## src/rtl/acc_unit.sv

```systemverilog
// acc_unit: accumulator sequencer for an external ALU (IDLE -> EXEC -> WB).
// Ports: CLK, RST, INSTR_VALID/READY, OPC, OPERAND, ALUC, A, B, CY_IN,
//   ALU_OUT, ALU_CY, ACC, CY, DONE; ZF when ACC_UNIT_ZERO_FLAG_EN is defined.
module acc_unit #(
  parameter logic [3:0] NOP_CODE = 4'd15
) (
  input  logic        CLK,
  input  logic        RST,
  input  logic        INSTR_VALID,
  output logic        INSTR_READY,
  input  logic [3:0]  OPC,
  input  logic [15:0] OPERAND,
  output logic [3:0]  ALUC,
  output logic [15:0] A,
  output logic [15:0] B,
  output logic        CY_IN,
  input  logic [15:0] ALU_OUT,
  input  logic        ALU_CY,
  output logic [15:0] ACC,
  output logic        CY,
  output logic        DONE
`ifdef ACC_UNIT_ZERO_FLAG_EN
  ,
  output logic        ZF
`endif
);

  typedef enum logic [1:0] {
    IDLE,
    EXEC,
    WB
  } state_t;

  state_t      state_q, state_d;
  logic [3:0]  opc_q, opc_d;
  logic [15:0] opd_q, opd_d;
  logic [15:0] acc_q, acc_d;
  logic        cy_q, cy_d;
  logic        wr_acc, wr_cy;

  // Which registers the latched opcode writes back.
  always_comb begin
    wr_acc = 1'b1;
    wr_cy  = 1'b0;
    unique case (opc_q)
      4'd4, 4'd5: begin
        wr_acc = 1'b1;
        wr_cy  = 1'b1;
      end
      4'd11, 4'd12: begin
        wr_acc = 1'b0;
        wr_cy  = 1'b1;
      end
      4'd15: begin
        wr_acc = 1'b0;
        wr_cy  = 1'b0;
      end
      default: begin
        wr_acc = 1'b1;
        wr_cy  = 1'b0;
      end
    endcase
  end

  always_comb begin
    state_d     = state_q;
    opc_d       = opc_q;
    opd_d       = opd_q;
    acc_d       = acc_q;
    cy_d        = cy_q;
    INSTR_READY = 1'b0;
    DONE        = 1'b0;
    ALUC        = NOP_CODE;
    unique case (state_q)
      IDLE: begin
        INSTR_READY = 1'b1;
        if (INSTR_VALID) begin
          opc_d   = OPC;
          opd_d   = OPERAND;
          state_d = EXEC;
        end
      end
      EXEC: begin
        ALUC    = opc_q;
        state_d = WB;
        if (wr_acc) acc_d = ALU_OUT;
        if (wr_cy)  cy_d  = ALU_CY;
      end
      WB: begin
        DONE    = 1'b1;
        state_d = IDLE;
      end
      default: state_d = IDLE;
    endcase
  end

  always_ff @(posedge CLK or posedge RST) begin
    if (RST) begin
      state_q <= IDLE;
      opc_q   <= NOP_CODE;
      opd_q   <= 16'h0000;
      acc_q   <= 16'h0000;
      cy_q    <= 1'b0;
    end else begin
      state_q <= state_d;
      opc_q   <= opc_d;
      opd_q   <= opd_d;
      acc_q   <= acc_d;
      cy_q    <= cy_d;
    end
  end

`ifdef ACC_UNIT_ZERO_FLAG_EN
  logic zf_q, zf_d;

  // Tracks the ACC value written, so it only moves with ACC.
  always_comb begin
    zf_d = zf_q;
    if (state_q == EXEC && wr_acc)
      zf_d = (ALU_OUT == 16'h0000);
  end

  always_ff @(posedge CLK or posedge RST) begin
    if (RST) zf_q <= 1'b1;
    else     zf_q <= zf_d;
  end

  assign ZF = zf_q;
`endif

  assign A     = acc_q;
  assign B     = opd_q;
  assign CY_IN = cy_q;
  assign ACC   = acc_q;
  assign CY    = cy_q;

endmodule

```

## config.mk

```make
export PLATFORM = sky130hd
export DESIGN_NAME = acc_unit
export DESIGN_NICKNAME = d
export VERILOG_FILES = /design/src/rtl/acc_unit.sv
export SDC_FILE = /design/constraint.sdc
export NUM_CORES = 1
export LEC_CHECK = 0
export BUFFER_PORTS_ARGS = -buffer_cell sky130_fd_sc_hd__buf_2
export CAP_MARGIN = 20
export CORE_MARGIN = 1.5
export CORE_UTILIZATION = 44
export DETAILED_ROUTE_END_ITERATION = 8
export MAX_ROUTING_LAYER = met4
export PLACE_DENSITY = 0.8
export SYNTH_ARGS = -nofsm -noshare
export SYNTH_HDL_FRONTEND = slang
export SYNTH_SLANG_ARGS = --single-unit
```

## constraint.sdc

```tcl
create_clock -name CLK -period 1.9 [get_ports CLK]
set_clock_uncertainty 0.15 [all_clocks]
set_input_delay 0.475 -clock CLK [delete_from_list [all_inputs] [get_ports CLK]]
set_output_delay 0.475 -clock CLK [all_outputs]
set_load 0.02 [all_outputs]
```

==> Word level (Yosys, flattened, before mapping) <==
Index checks and enable logic that the tools add are counted.
{ "word_totals": {"word_cells": 26, "register_bits": 39, "output_inout_bits": 56, "mem_count": 0, "rom_bits": 0, "latchBits": 0, "mem_bits_rw": 0} }
{ "classes": {"reduce_logical": 6, "addsub": 0, "order_cmp": 0, "n_shift": 0, "n_div": 0, "bitwise_logic": 1, "muxes": 6, "n_eq_ne": 8, "n_mul": 0} }
{ "ops": {"columns": ["operator", "count"], "rows": [
  ["equality test 4 bit, second input constant", 3],
  ["equality test 4 x 3 -> 1 bit, second input constant", 2],
  ["AND reduction 2 bit", 3],
  ["2-to-1 mux 4 bit", 1],
  ["one-hot mux 2 bit (2 select lines)", 1],
  ["OR reduction 4 bit", 1],
  ["2-to-1 mux 1 bit", 3],
  ["OR reduction 3 bit", 1],
  ["equality test 2 x 1 -> 1 bit, second input constant", 1],
  ["equality test 2 bit, second input constant", 1],
  ["logical NOT 2 bit", 1],
  ["2-to-1 mux 2 bit", 1],
  ["!= test 2 bit, second input constant", 1],
  ["inverter 1 bit", 1]
]} }

==> Logic depth before layout (Yosys ltp) <==
Gate-level depths: netlist of run 1.
{ "depth": {"depth_word": 4, "ltp_mapped": 5, "ltp_nobuf": 4} }

==> Least setup slack after synthesis of run 1 <==
Ideal clock, no wire load.
{ "synth_timing": {"kind": "register -> register", "startpoint": "register state_q[0]", "endpoint": "register opd_q[10], in the netlist B[10]", "path_buffers": 1, "t_required_ps": 1625, "path_slack_ps": 169, "arrival_time_ps": 1456, "setup_time_ps": 125, "stages_incl_launch_ff": 5, "cell_sequence": "dfrtp_1 nor2_1 and2_1 buf_2 mux2_2"} }
{ "synth_between": {"elab_chain_len": 2} }
{ "synth_rtl": {"columns": ["item", "line", "source"], "rows": [
  ["from (decl)", "34", "state_t state_q, state_d;"],
  ["from (signal assigned)", "105", "state_q <= state_d;"],
  ["logical NOT 2 bit", "74", "unique case (state_q)"],
  ["AND reduction 2 bit (no line)", null, null],
  ["to (signal assigned)", "107", "opd_q <= opd_d;"],
  ["to (decl)", "36", "logic [15:0] opd_q, opd_d;"]
]} }
No other way between the ends.
A chain may end at the register's enable or synchronous reset.

==> Final worst setup path of run 1 <==
{ "layout_timing": {"startpoint": "register state_q[1]", "endpoint": "output ALUC[0]"} }
{ "layout_between": {"elab_chain_len": 2} }
{ "layout_rtl": {"columns": ["item", "line", "source"], "rows": [
  ["equality test 2 x 1 -> 1 bit", "74", null],
  ["2-to-1 mux 4 bit", "74", null],
  ["to (decl)", "13", "output logic [3:0] ALUC,"]
]} }
No other way between the ends.

==> results.md, run 1 <==
Timing:
- The max-slew violation count came to 0.
- Setup repair after global routing left no endpoint under its margin.
- The number of endpoints with negative hold slack in the final report was 0.
- For the pin with the worst max-slew slack, the measured transition is approximately 0.46 ns.
- For the finished layout, the period the worst path requires is between 1.5 and 2 ns.
- The tightest hold path in the finished design has a slack of between 0.1 and 0.15 ns.
- Derived from the worst setup path, the maximum achievable clock frequency is ~560 MHz.
- The total setup violations reported at the end of the flow is 0.
- The final critical path takes up a little over nine tenths of the cycle.
- Measured against its own limit, the worst slew margin works out to 69.0%.
- After routing, the total negative slack on setup checks comes to 0 ns.

Critical path:
- The launch point of the critical path is state_q[1]$_DFFE_PP0P_.
- The number of buffers and inverters on the critical path is 1.
- The worst setup path is of the reg -> out kind.
- The setup check on the worst reg-to-reg path leaves a slack of about 0.18 ns.
- The startpoint identified for the worst register-to-register timing path is opc_q[2]$_DFFE_PP1P_.
- The cell family contributing the most delay on the critical path is flip-flops.
- The worst setup path is captured at a primary output.
- The path depth of the worst reg2reg path is 5.
- The arrival time of data at the critical path endpoint is 1.17 ns.
- Walking the worst path, the cells encountered are nor2b_4 -> nand2b_1 -> buf_2.
- Data on the critical path is required at its endpoint by 1.27 ns.
- The largest stage delay on the critical path is ~0.42 ns.
- The worst flop-to-flop path endpoint is A[15]$_DFFE_PP0P_.
- The startpoint type of the worst setup path is a flip-flop.
- Among all stages on the critical path, the largest delay is contributed by sky130_fd_sc_hd__dfrtp_1.
- Along the worst path, the maximum fanout reaches 7.

Synthesis:
- The primary flip-flop cell chosen by synthesis mapping is sky130_fd_sc_hd__dfrtp_1.
- The synthesized design contains 39 register bits.
- The cell with the most instances after synthesis is sky130_fd_sc_hd__dfrtp_1.
- The cell type with the highest aggregate area in the netlist is sky130_fd_sc_hd__dfrtp_1.
- The average instance in the mapped netlist occupies approximately 15 um^2.
- For this run, the register share of the synthesized area comes to a little under three fifths.
- By count the netlist is led by sky130_fd_sc_hd__dfrtp_1, sky130_fd_sc_hd__mux2_2, sky130_fd_sc_hd__buf_4.
- In this run, synthesis inferred 0 flip-flops with an integrated enable.
- The number of nets handed over by synthesis was 155.
- By area the synthesized netlist is led by sky130_fd_sc_hd__dfrtp_1, sky130_fd_sc_hd__mux2_2, sky130_fd_sc_hd__mux2_4.
- For this run, the number of Yosys warnings is 0.
- The count of distinct cell types in the synthesized netlist is 19.
- The cell area that synthesis handed to floorplanning was around 1700 um^2.
- The share of synthesized area in the top cell type comes to between 50% and 60%.
- The async set-reset flop share out of synthesis is between 90% and 100%.
- Synthesis produced a netlist whose cell count is ~120.

Floorplanning:
- The die covers around 4300 um^2.
- The core area is between 3000 and 4000 um^2.
- After floorplanning, the core was divided into 22 placement rows.
- For this configuration, the core starts out at a cell density of a little under half.
- The number of ports placed on the die boundary is 96.
- In this run the vertical extent of the chip is approximately 65 um.
- The die is 65.4 um wide.

Clocking:
- The clock insertion delay at the later pin of the skew report is roughly 0.28 ns.
- The H-tree generated during clock tree synthesis spans 2 levels.
- The clock buffer count from CTS is 5.
- The clock passes through at most 2 buffers.
- In this run the post-CTS setup repair buffer count came out at 0.
- TritonCTS built the clock tree.
- The number of sinks on the clock net is 39.
- The cell at the root of the clock tree is sky130_fd_sc_hd__clkbuf_8.
- Clock-pin slew was measured on the worst setup and hold paths at around 0.070 ns.

Placement:
- The number of placed cells counting well taps is 240.
- The detailed placer's ending HPWL is 2210 um.
- The count of input and output buffers is 95.
- The placer's final routability congestion estimate is between 0.7 and 0.8.

Global route:
- The global-route wire length before repair is between 4000 and 5000 um.
- Global routing finished with a remaining overflow of 0.
- The number of antenna violations at the first check in global routing came to 0.
- The pin count of the biggest net entering global routing is 40.
- Global routing used between 10% and 20% of the available tracks across all layers.
- The number of global-route vias before repair is about 1100.

Drt:
- The first routing iteration left 29 violations.
- The post-detailed-route DRC marker count is 0.
- In this run the remaining antenna-violating nets after routing total 0.
- The overall routed net length is ~3000 um.
- The number of vias in the routed layout is around 1100.
- Before antenna repair, the detailed router went through 4 iterations.
- The routed via count divided by cell count is 4.55.
- Dividing the detail-routed wire length by the instance count gives 12.1 um.

Min path:
- The class of the worst hold path is in -> async.

Power and ir drop:
- The worst ir drop on vdd is about 0.87 mV.
- The total power is between 0.003 and 0.004 W.
- In this run the static leakage power is about 1.1 nW.
- The power per cell area is ~1600 nW/um^2.

Layout:
- Counting the fill cells in the layout gives 329.
- In the final design database the tool counted about 240 nets.
- The number of antenna diodes in the final layout is 0.
- The flip-flop and latch area is slightly below 1000 um^2.
- The area overhead of the layout relative to synthesis is 29.7%.
- Cells with a size suffix above 1 make up 74.5% of the layout.
- The combined area of the multi-input logic cells is around 570 um^2.
- The number of standard cells in the final layout excluding fillers is ~250.
- The final cell utilization of the core is between 50% and 60%.

Outcome:
- The run finished with clean final reports.

Flow run:
- Across the run, the number of max-cap violations was 0.
-- per-layer routing --
| layer | vias up | global-route usage, % | part of all wire (%) |
|---|---|---|---|
| met5 | - | - | 0 |
| met4 | 0 | 8.59 | 2.1 |
| met3 | 8 | 3.60 | 7.7 |
| met2 | 59 | 24.5 | 48 |
| met1 | 526 | 19.2 | 42 |
| li1 | 535 | - | - |
-- flip-flops by register name, summed over array words and instances (netlist names) --
name,flops
opc_q,4
A,16
CY,1
B,16
state_q,2
-- cells in the final DEF, fill, tap and decap left out --
cell	instances
sky130_fd_sc_hd__nor3b_2	1
sky130_fd_sc_hd__a21oi_1	1
sky130_fd_sc_hd__o21ai_4	1
sky130_fd_sc_hd__clkbuf_8	5
sky130_fd_sc_hd__clkbuf_1	2
sky130_fd_sc_hd__buf_4	1
sky130_fd_sc_hd__nand3_1	1
sky130_fd_sc_hd__buf_12	2
sky130_fd_sc_hd__nor2b_1	1
sky130_fd_sc_hd__o21ai_0	1
sky130_fd_sc_hd__nor2_1	2
sky130_fd_sc_hd__dfrtp_1	35
sky130_fd_sc_hd__dfstp_2	4
sky130_fd_sc_hd__buf_2	95
sky130_fd_sc_hd__nand2b_1	4
sky130_fd_sc_hd__and2_1	1
sky130_fd_sc_hd__mux2_4	10
sky130_fd_sc_hd__mux2_2	27
sky130_fd_sc_hd__inv_1	2
sky130_fd_sc_hd__nor2b_4	1
sky130_fd_sc_hd__a21oi_2	1
sky130_fd_sc_hd__clkinv_2	1
sky130_fd_sc_hd__and2_0	1
-- final cells by class --
class	instances	share of cell area (%)
Timing Repair Buffer	98	23.5
Clock inverter	1	0.225
Clock buffer	7	3.43
Multi-Input combinational cell	53	25.7
Inverter	2	0.337
Tap cell	48	2.70
Sequential cell	39	44.1
-- worst max path at each step --
stage | cells after the start | slack, ns | to
after global routing | 3 | 0.04 | ALUC[0]
after floorplan | 4 | 0.17 | B[10]$_DFFE_PP0P_
after detailed placement | 3 | 0.17 | ALUC[0]
after CTS | 3 | 0.02 | ALUC[0]
after global placement | 5 | 0.21 | A[15]$_DFFE_PP0P_
final | 3 | 0.11 | ALUC[0]
-- repair_timing --
| item | CTS | global route |
|---|---|---|
| hold buffers | 0 | 0 |
| endpoints found under the hold margin | 0 | 0 |
| setup endpoints to repair | 4 | 2 |
| resized for setup | 1 | 1 |
-- worst reg2reg max path: stages (launching register included) --
cell and delay (ns):
sky130_fd_sc_hd__dfstp_2 0.55, sky130_fd_sc_hd__nor3b_2 0.18, sky130_fd_sc_hd__a21oi_2 0.06, sky130_fd_sc_hd__o21ai_4 0.14
sky130_fd_sc_hd__buf_12 0.17, sky130_fd_sc_hd__mux2_2 0.35
-- logic make-up after synthesis --
group                  Yosys count  synth area share, %
muxes                           37                 26.5
buffers and inverters           23                 9.92
DFF                             39                 57.2
AOI/OAI and AO/OA                4                 2.04
and+or+nand+nor                 12                 4.38
-- report_power, final --
part           switching [W]  internal (W)  total (W)
clock               0.000256      0.000257   0.000513
combinational       0.000931      0.000699    0.00163
sequential          0.000206       0.00114    0.00135
total                0.00139       0.00210    0.00349
-- through the flow --
stage / worst slack (ns) / instance area (um^2)
after floorplan: 0.169 / 1720
after global placement: 0.212 / 2140
after detailed placement: 0.173 / 2140
after CTS: 0.0170 / 2220
after global routing: 0.0447 / 2220
final: 0.109 / 2220
Note: power is estimated with default switching activity, not from simulation.
==> run 2: changes to the inputs <==
- SETUP_SLACK_MARGIN: not set -> 0.15
==> results.md, run 2 (synthesis gave the netlist of run 1 again) <==
Critical path:
- The data required time at the worst endpoint is 1.27 ns (about the same).
- The startpoint-to-endpoint class of the critical path is reg -> out (unchanged).
- The arrival time of data at the critical path endpoint is 1.12 ns (was 1.17 ns).
- The startpoint type of the worst setup path is a flip-flop (unchanged).
- The maximum fanout along the worst path is 6 (was 7).
- The element type at the critical path end is a primary output (unchanged).

Timing:
- The total setup violations reported at the end of the flow is 0 (unchanged).
- Setup repair after global routing missed its margin: yes (was no).
- The portion of the clock cycle consumed by the worst path in the final layout is 91.7% (was 94.2%).
- The number of endpoints with negative hold slack in the final report is 0 (unchanged).
- The sum of negative setup slack was 0 ns (unchanged).
- The minimum clock period after layout came to 1.74 ns (was 1.79 ns).
- The slew at the pin with the worst max-slew slack is 0.468 ns (was 0.464 ns).
- The worst hold slack is 0.142 ns (was 0.140 ns).
- The worst max-slew margin expressed relative to the limit is 68.8% (was 69.0%).
- The max-slew violation count is 0 (unchanged).
- The maximum operating frequency is 574 MHz (was 558 MHz).

Clocking:
- The cell at the root of the clock tree is sky130_fd_sc_hd__clkbuf_8 (unchanged).
- The number of sinks on the clock net is 39 (unchanged).
- The clock buffer count from CTS came to 5 (unchanged).
- The H-tree depth is 2 (unchanged).
- The clock transition at the register clock pins on the worst setup and hold paths after CTS is 0.07 ns (about the same).
- The CTS tree is built (unchanged).
- The clock insertion delay at the later pin of the skew report is 0.28 ns (about the same).
- The maximum clock path buffer count is 2 (unchanged).

Drt:
- The first-iteration detailed-routing DRC count is 28 (was 29).
- The post-route antenna net violation count came to 0 (unchanged).
- The post-detailed-route DRC marker count is 0 (unchanged).
- The length of the first detailed-routing pass in iterations is 4 (unchanged).
- The number of vias in the routed layout is 1151 (was 1128).
- The routed via count divided by cell count is 4.53 (was 4.55).
- The wire length per cell after detailed routing is 12.4 um (was 12.1 um).
- The overall routed net length is 3140 um (was 3000 um).

Layout:
- The flip-flop and latch area is 981 um^2 (unchanged).
- The net count of the finished layout is 245 (was 239).
- The area overhead of the layout relative to synthesis came to 34.1% (was 29.7%).
- Highest-count cells in the layout ignoring fill and taps: sky130_fd_sc_hd__buf_2, sky130_fd_sc_hd__dfrtp_1, sky130_fd_sc_hd__mux2_2, sky130_fd_sc_hd__mux2_4, sky130_fd_sc_hd__buf_4 (was sky130_fd_sc_hd__buf_2, sky130_fd_sc_hd__dfrtp_1, sky130_fd_sc_hd__mux2_2, sky130_fd_sc_hd__mux2_4, sky130_fd_sc_hd__clkbuf_8).
- The share of layout cells above drive strength 1 is 75.2% (was 74.5%).
- The combined area of the multi-input logic cells came to 578 um^2 (was 572 um^2).
- The count of filler cells inserted in the layout came to 314 (was 329).
- The most frequent standard cell in the layout excluding fill and tap cells is sky130_fd_sc_hd__buf_2 (unchanged).
- The number of inserted diodes is 0 (unchanged).

Power and ir drop:
- The worst ir drop on vdd came to 0.868 mV (was 0.867 mV).
- The reported leakage power is 1.17 nW (was 1.13 nW).
- The power per cell area was 1550 nW/um^2 (was 1570 nW/um^2).

Global route:
- The number of global-route vias before repair is 1102 (was 1060).
- The number of antenna violations at the first check in global routing is 0 (unchanged).
- The pin count of the biggest net entering global routing is 40 (unchanged).
- The total routing resource utilization after global routing is 16.4% (was 15.8%).
- The global-route wire length before repair is 5060 um (was 4890 um).
- The overflow left after global routing is 0 (unchanged).

Floorplanning:
- The width of the chip is 65.4 um (unchanged).
- The die extent in y was 65.4 um (unchanged).
- The number of ports placed on the die boundary is 96 (unchanged).
- The overall die area is 4280 um^2 (unchanged).
- The core area is 3720 um^2 (unchanged).
- The initial core utilization came to 46.2% (unchanged).
- The number of rows in the core area came to 22 (unchanged).

Placement:
- The detailed placer's ending HPWL is 2210 um (unchanged).
- The count of input and output buffers is 95 (unchanged).
- The placer's final routability congestion estimate was 0.712 (unchanged).

Min path:
- The class of the worst hold path is in -> async (unchanged).

Outcome:
- Outcome: finished, final reports clean (unchanged).

Flow run:
- The max capacitance violation total is 0 (unchanged).
## run 2: cell count changes in the layout (fill, tap and decap cells not counted)
| cell | change |
|---|---|
| sky130_fd_sc_hd__buf_4 | +6 |
| sky130_fd_sc_hd__buf_6 | +4 |
| sky130_fd_sc_hd__nor3b_4 | +1 |
| sky130_fd_sc_hd__buf_2 | -4 |
| sky130_fd_sc_hd__nor3b_2 | -1 |
## run 2: final timing paths
| kind | from | endpoint | slack (ns) | cells past startpoint |
|---|---|---|---|---|
| max | state_q[1]$_DFFE_PP0P_ | ALUC[0] | 0.16 | 3 |
| min | RST | A[2]$_DFFE_PP0P_ | 0.14 | 3 |
| max reg2reg | opc_q[2]$_DFFE_PP1P_ | A[15]$_DFFE_PP0P_ | 0.17 | 5 |
| min reg2reg | B[1]$_DFFE_PP0P_ | B[1]$_DFFE_PP0P_ | 0.35 | 1 |
| max in group asynchronous | RST | opc_q[1]$_DFFE_PP1P_ | 1.11 | 3 |
| min in group CLK | ALU_OUT[2] | A[2]$_DFFE_PP0P_ | 0.27 | 2 |
## run 2: cell type report
class | count | area share (%)
repair buffers | 104 | 25.8
clock inverters | 1 | 0.218
inverters | 2 | 0.326
clock buffers | 7 | 3.32
multi-input cells | 53 | 25.1
flip-flops and latches | 39 | 42.6
well taps | 48 | 2.61
## run 2: repair_timing
| item | CTS | global route |
|---|---|---|
| endpoints found under the hold margin | 0 | 0 |
| resized for setup | 2 | 9 |
| buffers inserted | 5 | 1 |
| setup endpoints to repair | 4 | 20 |
| hold buffers | 0 | 0 |
## run 2: where the power goes
group	switching, W	leakage, nW	internal, W
logic	0.000963	0.679	0.000750
registers	0.000193	0.452	0.00114
clock network	0.000257	0.0422	0.000257
total	0.00141	1.17	0.00215
## run 2: through the flow
| step | cell area [um^2] | cells | power [W] | util, % | setup slack [ns] |
|---|---|---|---|---|---|
| after floorplan | 1720 | 115 | 0.00267 | - | 0.169 |
| after global routing | 2300 | 254 | 0.00378 | 61.9 | 0.0871 |
| final | 2300 | 254 | 0.00356 | 61.9 | 0.157 |
| after CTS | 2260 | 253 | 0.00358 | 60.9 | 0.159 |
| after global placement | 2140 | 240 | 0.00297 | 57.5 | 0.212 |
| after detailed placement | 2140 | 240 | 0.00301 | 57.5 | 0.173 |
## run 2: worst max-delay path, stage by stage (launching register included)
cell	delay [ns]
sky130_fd_sc_hd__dfrtp_1	0.42
sky130_fd_sc_hd__nor2b_4	0.19
sky130_fd_sc_hd__nand2b_1	0.09
sky130_fd_sc_hd__buf_6	0.14
## run 2: routing by layer
metal	vias to the layer above	GRT usage (%)	part of all wire, %
met1	536	19.4	42
met3	8	3.60	7.0
met2	59	26.4	49
met4	0	8.59	2.0
li1	548	-	-
met5	-	-	0
